`config.mk`:
```
export PLATFORM = sky130hd
export DESIGN_NAME = reg_wb_arbiter
export DESIGN_NICKNAME = d
export VERILOG_FILES = /design/src/rtl/reg_wb_arbiter.sv
export SDC_FILE = /design/constraint.sdc
export NUM_CORES = 1
export LEC_CHECK = 0
export ABC_CLOCK_PERIOD_IN_PS = 4000
export BUFFER_PORTS_ARGS = -buffer_cell sky130_fd_sc_hd__buf_2
export CORE_UTILIZATION = 45
export CTS_CLUSTER_SIZE = 24
export DETAILED_ROUTE_END_ITERATION = 10
export PLACE_DENSITY = 0.73
export SLEW_MARGIN = 5
export SYNTH_ARGS = -nofsm -noshare
export SYNTH_HDL_FRONTEND = slang
export SYNTH_SLANG_ARGS = --single-unit
```
`constraint.sdc`:
```
create_clock -name clk -period 4 [get_ports clk]
set_input_delay 0.8 -clock clk [delete_from_list [all_inputs] [get_ports clk]]
set_output_delay 0.8 -clock clk [all_outputs]
set_load 0.02 [all_outputs]
```
`src/rtl/reg_wb_arbiter.sv`:
```
// Writeback arbiter: shares the register-file write port between the ALU and the load unit,
// expands reg_mask_e into a bit mask and splits PCLINK into LR<=pc_i then PC<=data. Optional: REG_WB_RR_EN.
module reg_wb_arbiter #(
  parameter int WIDTH = 32
) (
  input  logic             clk,
  input  logic             rst,
  input  logic             alu_valid,
  output logic             alu_ready,
  input  logic [3:0]       alu_reg,
  input  logic [WIDTH-1:0] alu_data,
  input  logic [1:0]       alu_mask,
  input  logic             mem_valid,
  output logic             mem_ready,
  input  logic [3:0]       mem_reg,
  input  logic [WIDTH-1:0] mem_data,
  input  logic [1:0]       mem_mask,
  input  logic [WIDTH-1:0] pc_i,
  output logic             rf_we,
  output logic [3:0]       rf_sel,
  output logic [WIDTH-1:0] rf_data,
  output logic [WIDTH-1:0] rf_wmask,
  output logic             busy
);

  localparam logic [3:0] REG_LR     = 4'hD;
  localparam logic [3:0] REG_PCLINK = 4'hE;
  localparam logic [3:0] REG_PC     = 4'hF;

  typedef enum logic {IDLE, LINK_PC} state_e;

  function automatic logic [WIDTH-1:0] mask_32(input logic [1:0] m);
    case (m)
      2'd0:    mask_32 = 32'h0000_00ff;
      2'd1:    mask_32 = 32'h0000_ffff;
      2'd2:    mask_32 = 32'h00ff_ffff;
      default: mask_32 = 32'hffff_ffff;
    endcase
  endfunction

  state_e           state_q, state_d;
  logic             rf_we_q, rf_we_d;
  logic [3:0]       rf_sel_q, rf_sel_d;
  logic [WIDTH-1:0] rf_data_q, rf_data_d;
  logic [WIDTH-1:0] rf_wmask_q, rf_wmask_d;
  logic [WIDTH-1:0] hold_data_q, hold_data_d;
  logic [1:0]       hold_mask_q, hold_mask_d;

  logic             g_any;
  logic [3:0]       g_reg;
  logic [WIDTH-1:0] g_data;
  logic [1:0]       g_mask;

`ifdef REG_WB_RR_EN
  // Pointer set means the ALU wins the next tie.
  logic rr_alu_q, rr_alu_d;
`endif

  always_comb begin
    alu_ready = 1'b0;
    mem_ready = 1'b0;
    if (state_q == IDLE) begin
`ifdef REG_WB_RR_EN
      if (mem_valid && alu_valid) begin
        mem_ready = ~rr_alu_q;
        alu_ready = rr_alu_q;
      end else begin
        mem_ready = mem_valid;
        alu_ready = alu_valid;
      end
`else
      mem_ready = mem_valid;
      alu_ready = alu_valid & ~mem_valid;
`endif
    end
  end

  assign g_any  = alu_ready | mem_ready;
  assign g_reg  = mem_ready ? mem_reg  : alu_reg;
  assign g_data = mem_ready ? mem_data : alu_data;
  assign g_mask = mem_ready ? mem_mask : alu_mask;

  always_comb begin
    state_d     = state_q;
    rf_we_d     = 1'b0;
    rf_sel_d    = rf_sel_q;
    rf_data_d   = rf_data_q;
    rf_wmask_d  = rf_wmask_q;
    hold_data_d = hold_data_q;
    hold_mask_d = hold_mask_q;
    case (state_q)
      LINK_PC: begin
        rf_we_d    = 1'b1;
        rf_sel_d   = REG_PC;
        rf_data_d  = hold_data_q;
        rf_wmask_d = mask_32(hold_mask_q);
        state_d    = IDLE;
      end
      default: begin
        if (g_any) begin
          rf_we_d = 1'b1;
          if (g_reg == REG_PCLINK) begin
            // LR gets the PC now; the requested PC write is replayed next cycle.
            rf_sel_d    = REG_LR;
            rf_data_d   = pc_i;
            rf_wmask_d  = '1;
            hold_data_d = g_data;
            hold_mask_d = g_mask;
            state_d     = LINK_PC;
          end else begin
            rf_sel_d   = g_reg;
            rf_data_d  = g_data;
            rf_wmask_d = mask_32(g_mask);
          end
        end
      end
    endcase
  end

`ifdef REG_WB_RR_EN
  assign rr_alu_d = g_any ? mem_ready : rr_alu_q;
`endif

  always_ff @(posedge clk or posedge rst) begin
    if (rst) begin
      state_q     <= IDLE;
      rf_we_q     <= 1'b0;
      rf_sel_q    <= '0;
      rf_data_q   <= '0;
      rf_wmask_q  <= '0;
      hold_data_q <= '0;
      hold_mask_q <= '0;
`ifdef REG_WB_RR_EN
      rr_alu_q    <= 1'b0;
`endif
    end else begin
      state_q     <= state_d;
      rf_we_q     <= rf_we_d;
      rf_sel_q    <= rf_sel_d;
      rf_data_q   <= rf_data_d;
      rf_wmask_q  <= rf_wmask_d;
      hold_data_q <= hold_data_d;
      hold_mask_q <= hold_mask_d;
`ifdef REG_WB_RR_EN
      rr_alu_q    <= rr_alu_d;
`endif
    end
  end

  assign rf_we    = rf_we_q;
  assign rf_sel   = rf_sel_q;
  assign rf_data  = rf_data_q;
  assign rf_wmask = rf_wmask_q;
  assign busy     = (state_q == LINK_PC);

endmodule

```
==> results.sh, run 1 <==
export IMPL_drive_above_1_share=0.3514
export IMPL_synthArstFlopShare=1.000
export IMPL_dpl_hpwl_microns=8166
export IMPL_comb_power_share=0.286
export IMPL_globalplace_congestion=0.8013
export IMPL_syn2layout_area_growth_pct=21.69
export IMPL_yosys_register_bits=76
export IMPL_use_met3=0.05271
export IMPL_synth_cell_type_count=30
export IMPL_start_util=0.4650
export IMPL_fin_crit_ns=3.004
export IMPL_synth_top_area_cell="dfrtp_1"
export IMPL_pwr_share_seq=0.484
export IMPL_vias_per_cell=5.805
export IMPL_finalSetupViolCount=0
export IMPL_maxSlewHeadroom=0.3977
export IMPL_setup_tns_ns=0
export IMPL_fin_skew_ns=0.01254
export IMPL_syn_inst=496
export IMPL_crit_fanout=22
export IMPL_total_leakage_power_nw=2.333
export IMPL_io_pins=184
export IMPL_maxSlewViolCount=0
export IMPL_nets=736
export IMPL_std_cell_rows=35
export IMPL_power_density_nw_per_um2=401.4
export IMPL_r2r_start="busy"
export IMPL_syn_area_sq_um=4297
export IMPL_rrSetupSlack_ns=1.41
export IMPL_yosys_area_top_type_share=0.4426
export IMPL_status="complete, no violations"
export IMPL_htreeDepth=3
export IMPL_drt_first_pass_iters=5
export IMPL_drv_cap=0
export IMPL_drt_iter0_markers=206
export IMPL_timing_rr_end="rf_data[4]"
export IMPL_hold_path_class="input port to asynchronous set/reset pin"
export IMPL_startpoint_type="input port"
export IMPL_n_fill_cell=873
export IMPL_grt_overflow=0
export IMPL_vdd_ir_drop_max_mv=0.1695
export IMPL_postCtsSetupRepairBufs=0
export IMPL_yosysMostFrequentCell="nand2_1"
export IMPL_timing_final_crit_share=0.7509
export IMPL_fmax_mhz=332.9
export IMPL_cts_buffers=9
export IMPL_layout_cells_non_filler=755
export IMPL_grt_pass1_vias=4195
export IMPL_hold_viol_final=0
export IMPL_root_buffer="clkbuf_8"
export IMPL_register_area_sq_um=1903
export IMPL_ys_warn_count=0
export IMPL_worstPathRequired_ns=3.20
export IMPL_ctsHoldBuffers=0
export IMPL_multiInputGateArea_sq_um=1994
export IMPL_p_switching_w=0.0007183
export IMPL_grt_pass1_wl_microns=20130
export IMPL_antenna_found_initial=0
export IMPL_drc=0
export IMPL_die_width_microns=99.72
export IMPL_clockBufferDepth=2
export IMPL_holdWs_ns=0.4491
export IMPL_grt_max_degree=103
export IMPL_crit_start="mem_valid"
export IMPL_clock_power_share=0.230
export IMPL_cts_tree="built"
export IMPL_swShare=0.3422
export IMPL_avgSynthCellArea_sq_um=8.663
export IMPL_gr_usage_all_layers=0.2557
export IMPL_grtUsageMet2=0.4249
export IMPL_rsz0062_at_grt="no"
export IMPL_post_drt_wl_per_cell_microns=16.50
export IMPL_synthFlopType="dfrtp_1"
export IMPL_cp_arrival_ns=2.20
export IMPL_numPortBuffers=183
export IMPL_clock_sinks=76
export IMPL_met1_usage=0.3290
export IMPL_fin_ws_ns=0.9964
export IMPL_synthTopCellsByArea="dfrtp_1 (44%), o221ai_1 (13%), nand2_1 (12%)"
export IMPL_pre_cts_slack_ns=0.7267
export IMPL_ys_seq_area_frac=0.4426
export IMPL_core_area_sq_um=9240
export IMPL_clock_latency_ns=0.35
export IMPL_dpl_cell_count=742
export IMPL_crit_type="input port to output port"
export IMPL_r2r_cells=5
export IMPL_clkSlewWorstSetupHoldPaths_ns=0.08
export IMPL_dieHeight_microns=99.72
export IMPL_endpoint_kind="output port"
export IMPL_postPlaceCellArea_sq_um=5084
export IMPL_grt_busiest_layer="met2"
export IMPL_finalWirelength_microns=12460
export IMPL_drtAntennaViolNets=0
export IMPL_final_design_area_no_fill_sq_um=5229
export IMPL_n_antenna_cell=0
export IMPL_syn_num_nets=608
export IMPL_cts_resized=0
export IMPL_synth_edf_count=0
export IMPL_die_area_sq_um=9943
export IMPL_vias=4383
export IMPL_worstMarginPinSlew_ns=0.8845
export IMPL_p_int_w=0.001381
export IMPL_synthTopCellsByCount="nand2_1 (136), dfrtp_1 (76), o221ai_1 (64), nor2_1 (37), a21oi_1 (35)"
-- per-stage QoR --
step	util	power, W
3_3_place_gp	0.5502	0.001608
3_5_place_dp	0.5502	0.001632
4_1_cts	0.5659	0.002116
5_1_grt	0.5659	0.002230
2_1_floorplan	-	0.001436
6_report	0.5659	0.002099
-- how the worst max path moves through the flow --
| stage | to | slack [ns] | depth (start not counted) |
|---|---|---|---|
| after floorplan | busy | 1.26 | 1 |
| after global placement | rf_data[15] | 0.87 | 6 |
| after detailed placement | rf_data[4] | 0.73 | 6 |
| after CTS | mem_ready | 1.0 | 4 |
| after global routing | mem_ready | 0.89 | 4 |
| final | mem_ready | 1.0 | 4 |
-- critical path: stages --
cell and delay [ns]:
buf_2 0.30, nand2b_2 0.34, inv_2 0.48, buf_2 0.27
-- placed cells by master (no fill, tap or decap), types with 2 or more instances in the layout --
cell type    n
o21ai_0      3
or2_2        2
buf_2      183
a21o_1       2
buf_12       2
nor2_1      35
nand2_1    136
a21oi_1     35
clkbuf_8     9
mux2_2       4
nand2b_1     4
o2bb2ai_1    2
a41oi_1     34
o221ai_1    64
nor2_4       2
buf_4        7
dfrtp_1     75
clkinv_2     3
mux2i_1      3
inv_1        2
nand4b_1     2
-- kinds of logic after synthesis --
family / Yosys count / share of synthesized area
AO/OA/AOI/OAI: 144 / 0.2592
flip-flops: 76 / 0.4426
AND/OR/NAND/NOR: 188 / 0.1747
multiplexers: 9 / 0.02330
buffers and inverters: 79 / 0.1002
-- registers in the layout (all words and copies together), names as in the netlist --
signal       count
busy             1
hold_data_q     32
hold_mask_q      2
rf_data         32
rf_sel           4
rf_we            1
rf_wmask         4
-- layer usage --
metal  share of wire  wire length [microns]
met1            0.41                   5138
met2            0.50                   6186
met3           0.076                    953
met4           0.014                    179
met5               0                      0
-- power by group through the flow --
stage                     Clock (W)  Sequential (W)  Combinational [W]
after floorplan                   0         0.00108           0.000359
after global routing       0.000533         0.00103           0.000663
after CTS                  0.000496         0.00102           0.000605
after global placement            0         0.00102           0.000585
after detailed placement          0         0.00103           0.000605
final                      0.000483         0.00102           0.000601
-- area by class of cell --
class,count,area share
clock inverters,3,0.003350
repair buffers,192,0.1929
clock buffers,10,0.02441
inverters,4,0.003111
multi-input cells,341,0.3814
flip-flops and latches,76,0.3640
well taps,129,0.03087
No activity file was read; power rests on OpenSTA's default activity.
==> run 2, diff against run 1 <==
--- a/config.mk
+++ b/config.mk
@@ -5,12 +5,12 @@
 export SDC_FILE = /design/constraint.sdc
 export NUM_CORES = 1
 export LEC_CHECK = 0
-export ABC_CLOCK_PERIOD_IN_PS = 4000
+export ABC_CLOCK_PERIOD_IN_PS = 2500
 export BUFFER_PORTS_ARGS = -buffer_cell sky130_fd_sc_hd__buf_2
-export CORE_UTILIZATION = 45
+export CORE_UTILIZATION = 44
 export CTS_CLUSTER_SIZE = 24
 export DETAILED_ROUTE_END_ITERATION = 10
-export PLACE_DENSITY = 0.73
+export PLACE_DENSITY = 0.75
 export SLEW_MARGIN = 5
 export SYNTH_ARGS = -nofsm -noshare
 export SYNTH_HDL_FRONTEND = slang
==> constraint.sdc (replaced) <==
create_clock -name clk -period 2.5 [get_ports clk]
set_input_delay 0.5 -clock clk [delete_from_list [all_inputs] [get_ports clk]]
set_output_delay 0.5 -clock clk [all_outputs]
set_load 0.02 [all_outputs]
==> results.sh, run 2 (synthesis gave the netlist of run 1 again) <==
export IMPL_vias=4408
export IMPL_start_util=0.4585
export IMPL_dpl_hpwl_microns=8491
export IMPL_grt_max_degree=79
export IMPL_finalWirelength_microns=12380
export IMPL_io_pins=184
export IMPL_root_buffer="clkbuf_8"
export IMPL_numPortBuffers=183
export IMPL_r2r_cells=6
export IMPL_startpoint_type="flip-flop"
export IMPL_worstPathRequired_ns=2.00
export IMPL_postCtsSetupRepairBufs=0
export IMPL_ctsHoldBuffers=0
export IMPL_power_w=0.003641
export IMPL_drv_cap=0
export IMPL_rsz0062_at_grt="no"
export IMPL_setup_tns_ns=0
export IMPL_antenna_found_initial=0
export IMPL_grt_pass1_wl_microns=19880
export IMPL_htreeDepth=3
export IMPL_crit_fanout=78
export IMPL_cts_tree="built"
export IMPL_worstMarginPinSlew_ns=0.7883
export IMPL_slowest_stage="buf_4"
export IMPL_final_common_cell="buf_2"
export IMPL_drtAntennaViolNets=0
export IMPL_max_stage_delay_ns=0.62
export IMPL_crit_start="busy"
export IMPL_clock_latency_ns=0.35
export IMPL_vdd_ir_drop_max_mv=0.2859
export IMPL_maxSlewViolCount=0
export IMPL_crit_type="flip-flop to output port"
export IMPL_std_cell_rows=35
export IMPL_clkSlewWorstSetupHoldPaths_ns=0.07
export IMPL_total_leakage_power_nw=2.409
export IMPL_hold_viol_final=0
export IMPL_fmax_mhz=469.9
export IMPL_core_area_sq_um=9371
export IMPL_r2r_start="busy"
export IMPL_final_cell_mix="buf_2 (183), nand2_1 (136), dfrtp_1 (75), o221ai_1 (64)"
export IMPL_power_density_nw_per_um2=679.4
export IMPL_clock_sinks=76
export IMPL_cts_buffers=9
export IMPL_fin_skew_ns=0.01236
export IMPL_n_antenna_cell=0
export IMPL_syn2layout_area_growth_pct=24.72
export IMPL_drt_first_pass_iters=5
export IMPL_nets=744
export IMPL_finalSetupViolCount=0
export IMPL_die_area_sq_um=10160
export IMPL_vias_per_cell=5.762
export IMPL_clockBufferDepth=2
export IMPL_gr_usage_all_layers=0.2492
export IMPL_drt_iter0_markers=200
export IMPL_post_drt_wl_per_cell_microns=16.18
export IMPL_maxSlewHeadroom=0.4745
export IMPL_drive_above_1_share=0.3616
export IMPL_grt_pass1_vias=4178
export IMPL_cp_arrival_ns=1.63
export IMPL_worstPathCellList="buf_4 -> nor3b_1 -> buf_2"
export IMPL_hold_path_class="input port to asynchronous set/reset pin"
export IMPL_die_width_microns=100.8
export IMPL_grt_overflow=0
export IMPL_fin_crit_ns=2.128
export IMPL_endpoint_kind="output port"
export IMPL_dieHeight_microns=100.8
export IMPL_timing_final_crit_share=0.8512
export IMPL_cts_resized=0
export IMPL_status="complete, no violations"
export IMPL_globalplace_congestion=0.8883
export IMPL_drc=0
==> run 2: layer usage <==
| metal | vias to the layer above | GRT usage | wire [microns] |
|---|---|---|---|
| li1 | 2063 | - | - |
| met1 | 2118 | 0.3283 | 5326 |
| met2 | 211 | 0.4099 | 6027 |
| met3 | 16 | 0.04438 | 872 |
| met4 | 0 | 0.09476 | 155 |
| met5 | - | 0 | 0 |
==> run 2: layout make-up <==
class,instances,area (sq um)
clock buffers,11,141.4
clock inverters,4,73.82
fillers,912,4013
inverters,4,16.27
multi-input cells,341,1994
flip-flops and latches,76,1903
well taps,129,161.4
repair buffers,200,1069
==> run 2: critical path, delay by kind of cell, from the launching register on <==
kind / cells / cell delay, ns
AND/OR/NAND/NOR: 1 / 0.12
buffers and inverters: 2 / 0.82
flip-flops: 1 / 0.35
==> run 2: metrics by stage <==
step	util	worst slack [ns]	hold slack, ns	std cells	area, sq um
final	0.5718	0.3720	0.2708	765	5359
after global routing	0.5718	0.2470	0.3135	765	5359
after CTS	0.5718	0.3349	0.2823	765	5359
after detailed placement	0.5489	0.4743	0.4727	750	5144
after global placement	0.5489	0.5273	0.4636	750	5144
after floorplan	-	0.06167	0.4567	496	4297
==> run 2: final timing paths <==
path	slack, ns	endpoint
worst max register to register	0.60	rf_data[6]
worst min-delay path	0.27	rf_data[17]
worst min register to register	0.50	rf_data[31]
min in group clk	0.40	rf_sel[3]
worst max-delay path	0.37	alu_ready
max in group asynchronous	1.55	busy
==> run 2: where the power goes <==
group	internal (W)	leakage (nW)	switching (W)	total, W
Sequential	0.00148	0.874	0.000148	0.00162
Clock	0.000585	0.109	0.000459	0.00104
Combinational	0.000401	1.43	0.000570	0.000971
Total	0.00246	2.41	0.00118	0.00364
